## config.mk

```make
export PLATFORM = sky130hd
export DESIGN_NAME = binary_to_bcd_seq
export DESIGN_NICKNAME = d
export VERILOG_FILES = /design/src/rtl/binary_to_bcd_seq.sv
export SDC_FILE = /design/constraint.sdc
export NUM_CORES = 1
export LEC_CHECK = 0
export ABC_AREA = 1
export CAP_MARGIN = 20
export CORE_ASPECT_RATIO = 1.75
export CORE_UTILIZATION = 54
export CTS_BUF_LIST = sky130_fd_sc_hd__clkbuf_8 sky130_fd_sc_hd__clkbuf_16
export DETAILED_ROUTE_END_ITERATION = 12
export PLACE_DENSITY_LB_ADDON = 0.3
export SLEW_MARGIN = 20
export SYNTH_ARGS = -nofsm -noshare
export SYNTH_HDL_FRONTEND = slang
export SYNTH_SLANG_ARGS = --single-unit
```

## constraint.sdc

```tcl
create_clock -name clk_i -period 1.7 [get_ports clk_i]
set_input_delay 0.425 -clock clk_i [delete_from_list [all_inputs] [get_ports clk_i]]
set_output_delay 0.425 -clock clk_i [all_outputs]
set_load 0.01 [all_outputs]
```

## src/rtl/binary_to_bcd_seq.sv

```systemverilog
`default_nettype none
// ============================================================================
//  Module   : binary_to_bcd_seq
//  Purpose  : Sequential binary-to-BCD converter (shift-and-add-3 /
//             double-dabble), one input bit per clock.
//             Valid/ready handshakes on both sides.
//  Revision : 1.0  - initial release
// ----------------------------------------------------------------------------
//  Parameters
//    WIDTH   binary input width in bits (1..32)
//    DIGITS  number of BCD output digits (1..10)
//  Ports
//    clk_i        system clock, rising edge
//    rst_i        synchronous active-high reset
//    in_valid_i   binary_in_i holds a value to convert
//    in_ready_o   converter can accept (IDLE and not in reset)
//    binary_in_i  unsigned binary value, sampled on in_valid_i && in_ready_o
//    out_valid_o  bcd_out_o / bcd_ovf_o hold a finished result
//    out_ready_i  downstream accepts the result
//    bcd_out_o    packed BCD, digit 0 (units) in bits [3:0]
//    bcd_ovf_o    value >= 10^DIGITS; bcd_out_o is then value mod 10^DIGITS
// ============================================================================
module binary_to_bcd_seq #(
  parameter int WIDTH  = 8,
  parameter int DIGITS = 3
) (
  input  logic                  clk_i,
  input  logic                  rst_i,
  input  logic                  in_valid_i,
  output logic                  in_ready_o,
  input  logic [WIDTH-1:0]      binary_in_i,
  output logic                  out_valid_o,
  input  logic                  out_ready_i,
  output logic [4*DIGITS-1:0]   bcd_out_o,
  output logic                  bcd_ovf_o
);

  localparam int ACC_W = 4 * DIGITS;
  localparam int CNT_W = (WIDTH > 1) ? $clog2(WIDTH) : 1;
  localparam logic [CNT_W-1:0] CNT_LOAD = CNT_W'(WIDTH - 1);

  typedef enum logic [1:0] {
    ST_IDLE  = 2'd0,
    ST_SHIFT = 2'd1,
    ST_DONE  = 2'd2
  } state_t;

  state_t             state_q;
  logic [WIDTH-1:0]   bin_sr_q;
  logic [ACC_W-1:0]   acc_q;
  logic               ovf_q;
  logic [CNT_W-1:0]   cnt_q;
  logic [ACC_W-1:0]   bcd_q;
  logic               bcd_ovf_q;

  // Next-state values of the shift datapath
  logic [ACC_W-1:0]   acc_adj;
  logic [ACC_W-1:0]   acc_d;
  logic               carry_d;
  logic [WIDTH-1:0]   bin_sr_d;
  logic               ovf_d;

  // Add-3 correction: any digit >= 5 would become >= 10 after doubling,
  // so bias it by 3 first so the doubling carries into the next digit.
  for (genvar g = 0; g < DIGITS; g++) begin : g_adjust
    assign acc_adj[4*g +: 4] = (acc_q[4*g +: 4] >= 4'd5) ?
                               (acc_q[4*g +: 4] + 4'd3) : acc_q[4*g +: 4];
  end

  // Shift the corrected accumulator left, pulling in the next binary bit.
  // The bit falling out of the top digit means the value no longer fits.
  assign {carry_d, acc_d} = {acc_adj, bin_sr_q[WIDTH-1]};
  assign bin_sr_d         = bin_sr_q << 1;
  assign ovf_d            = ovf_q | carry_d;

  always_ff @(posedge clk_i) begin
    if (rst_i) begin
      state_q   <= ST_IDLE;
      bin_sr_q  <= '0;
      acc_q     <= '0;
      ovf_q     <= 1'b0;
      cnt_q     <= '0;
      bcd_q     <= '0;
      bcd_ovf_q <= 1'b0;
    end else begin
      case (state_q)
        ST_IDLE: begin
          if (in_valid_i) begin
            bin_sr_q <= binary_in_i;
            acc_q    <= '0;
            ovf_q    <= 1'b0;
            cnt_q    <= CNT_LOAD;
            state_q  <= ST_SHIFT;
          end
        end

        ST_SHIFT: begin
          bin_sr_q <= bin_sr_d;
          acc_q    <= acc_d;
          ovf_q    <= ovf_d;
          if (cnt_q == '0) begin
            // Last bit consumed: publish the result, held until next finish
            bcd_q     <= acc_d;
            bcd_ovf_q <= ovf_d;
            state_q   <= ST_DONE;
          end else begin
            cnt_q <= cnt_q - CNT_W'(1);
          end
        end

        ST_DONE: begin
          if (out_ready_i) begin
            state_q <= ST_IDLE;
          end
        end

        default: begin
          state_q <= ST_IDLE;
        end
      endcase
    end
  end

  // Handshake flags come straight from state; in_ready is also masked by
  // reset so nothing is accepted while reset is being held.
  assign in_ready_o  = (state_q == ST_IDLE) && !rst_i;
  assign out_valid_o = (state_q == ST_DONE);
  assign bcd_out_o   = bcd_q;
  assign bcd_ovf_o   = bcd_ovf_q;

endmodule
`default_nettype wire

```

==> results.md <==
* VDD IR max at approximately 790 µV
* Post-Place Setup Slack at -272.5 ps
* Worst-path cell chain: clkdlybuf4s50_1
* F_max at 616.8 MHz
* Die area at 0.003904 mm²
* DP Area at 0.002236 mm²
* Setup ws final at 78.80 ps
* GRT Util Overall at 24.17%
* Share of flip-flops with an asynchronous set or reset at 0%
* I/O pins at 27
* # diodes at 0
* Post-route cell area at 0.002323 mm²
* Mapped Nets at 300
* Synthesized area per cell at 7.038 µm²
* Fin Clk Skew at around 11 ps
* Routed Antenna Nets at 0
* CP max stage delay at 540 ps
* Detail Placement HPWL at 2979 µm
* FP Rows at 28
* Register area share after synthesis at 39.62%
* Drt first pass iters at 4
* Commonest non-fill, non-tap cells in the layout: 78 x nand2_1, 38 x dfxtp_1, 32 x inv_1, 25 x nor2_1, 24 x clkdlybuf4s50_1
* IO Port Bufs at 26
* Mapped Cells at 280
* Kind of critical path: reg -> out
* Yosys cell types at 28
* Critical Path AT at 1200 ps
* Antenna violations before repair at 0
* HP Class: reg -> reg
* Clock root cell: clkbuf_8
* Global-route wire length before repair at ~6700 µm
* GRT overflow at 0
* Least-Margin Pin Slew at 377.7 ps
* Synthesized cell area at 0.001971 mm²
* CP max FO at 2
* Vias after detailed routing at 1875
* Placed Cells incl. Taps at 344
* Status: completed
* Leakage at between 0.001 and 0.0015 µW
* Post-DR wirelength/cell at 11.61 µm
* H-Tree Depth at 2
* Most common cell after layout, fill and taps aside: nand2_1
* Worst setup EP type: primary output
* Largest net degree at the start of global routing at 27
* Cts bufs inserted at 5
* Vias in the first global route at 1679
* Drt first-iter violations at 53
* Pwr/cell area at 911.6 mW/mm²
* Required @ worst endpoint at 1270 ps
* Dominant synthesized flop cell: dfxtp_1
* GPL Wtd Cong at 0.7855
* Die width at 47.67 µm
* Initial Util at ~57%
* Period Utilization, post-route at a little over nine tenths
* Post-synth EDFFs at 0
* Syn. warnings at 0
* Final Util at 67.67%
* Fraction of layout cells with a size suffix above 1 at 8.469%
* Worst rel slew slack at 74.80%
* Count of final setup violators at 0
* Die height at 81.92 µm
* Worst path bufs/invs at 1
* DRC Markers at 0
* Area Overhead vs Synth at 17.90%
* Filler cells at between 300 and 400
* Crit path time final at 1621 ps
* Final Hold Fails at 0
* Layout Cells excl Fill at 352
* Unrepaired setup endpoints after global routing: false
* Startpoint types: flop
* Clock slew at reported path FFs at 80 ps
* Max-cap violations at 0
* Nets at 326
* CTS tree: yes
* Core area at between 0.003 and 0.004 mm²
* Flop and latch count out of synthesis at 39
* Final wirelength at slightly above 4000 µm
* Max Root-Sink Buffers at 2
* Crit-path slowest cell: clkdlybuf4s50_1
* # clock sinks at 39
* Slew Viols, Final at 0
* Avg Vias per Cell at ~5.3
* Total power at 2118 µW
* Skew-Pair Late Insertion Delay at 310 ps
* CP delay by family, top: buffers and inverters
[report_power, final]
part | switching [µW] | internal (µW) | total [µW]
Combinational | 251 | 187 | 439
Sequential | 46.5 | 989 | 1040
Clock | 351 | 293 | 644
[layout make-up]
type	instances	area, µm²	share of cell area (%)
clock buffers	5	68.82	2.962
flip-flops and latches	39	782.0	33.66
inverters	35	136.4	5.870
multi-input cells	195	972.2	41.84
repair buffers	30	284.0	12.22
clock inverters	3	23.77	1.023
well taps	45	56.30	2.423
[synth_stat cells, types with 2 or more instances]
cell type / instances / area, µm²
a31oi_1: 7 / 43.79
buf_6: 2 / 22.52
clkbuf_1: 2 / 7.510
buf_4: 3 / 22.52
nand2_1: 78 / 292.8
dfxtp_1: 39 / 780.8
inv_2: 2 / 7.510
o21ai_0: 20 / 100.1
nand4_1: 6 / 37.54
nand3_1: 20 / 100.1
a21oi_1: 21 / 105.1
nor2_1: 25 / 93.84
inv_1: 32 / 120.1
buf_2: 2 / 10.01
ha_1: 8 / 100.1
[through the flow]
| step | hold WS (ps) | TNS, ps |
|---|---|---|
| final | 479.4 | 0 |
| after floorplan | 444.5 | 0 |
| after global placement | 455.3 | -1436 |
| after detailed placement | 466.8 | -1767 |
| after global routing | 499.5 | 0 |
| after CTS | 479.6 | 0 |
[path summary, 6_finish.rpt]
check                                   from  slack, ps  cells past startpoint           end
worst max register to register      acc_q[4]        240                      9      acc_q[5]
worst min-delay path                acc_q[9]        480                      2      acc_q[9]
worst max-delay path            bcd_out_o[0]         80                      1  bcd_out_o[0]
worst min register to register      acc_q[9]        480                      2      acc_q[9]
[cells by family (layout without fill, tap and decap cells)]
family                     count (synthesis)  after routing  synth area share, %
buffers and inverters                     46             73                11.05
DFF                                       39             39                39.62
adders and majority gates                  8              8                5.080
AOI/OAI and AO/OA                         49             49                13.08
and+or+nand+nor                          138            138                31.18
[per-layer routing]
metal / wire (µm) / track usage [%] / vias to the layer above
met3: 139 / 5.934 / 8
met4: 69 / 10.00 / 0
li1: - / - / 949
met2: 2305 / 46.30 / 38
met5: 0 / 0 / -
met1: 1572 / 22.39 / 880
[state kept, by name, summed over array words and instances, names as in the netlist]
register and cells:
bcd_ovf_o 1, acc_q 12, bcd_out_o 12, bin_sr_q 8
state_q 2, ovf_q 1, cnt_q 3
[timing repair]
action,CTS,global route
hold buffers,0,0
buffers inserted,0,0
setup endpoints to repair,2,1
resized for setup,3,2
(Power assumes the default switching activity.)
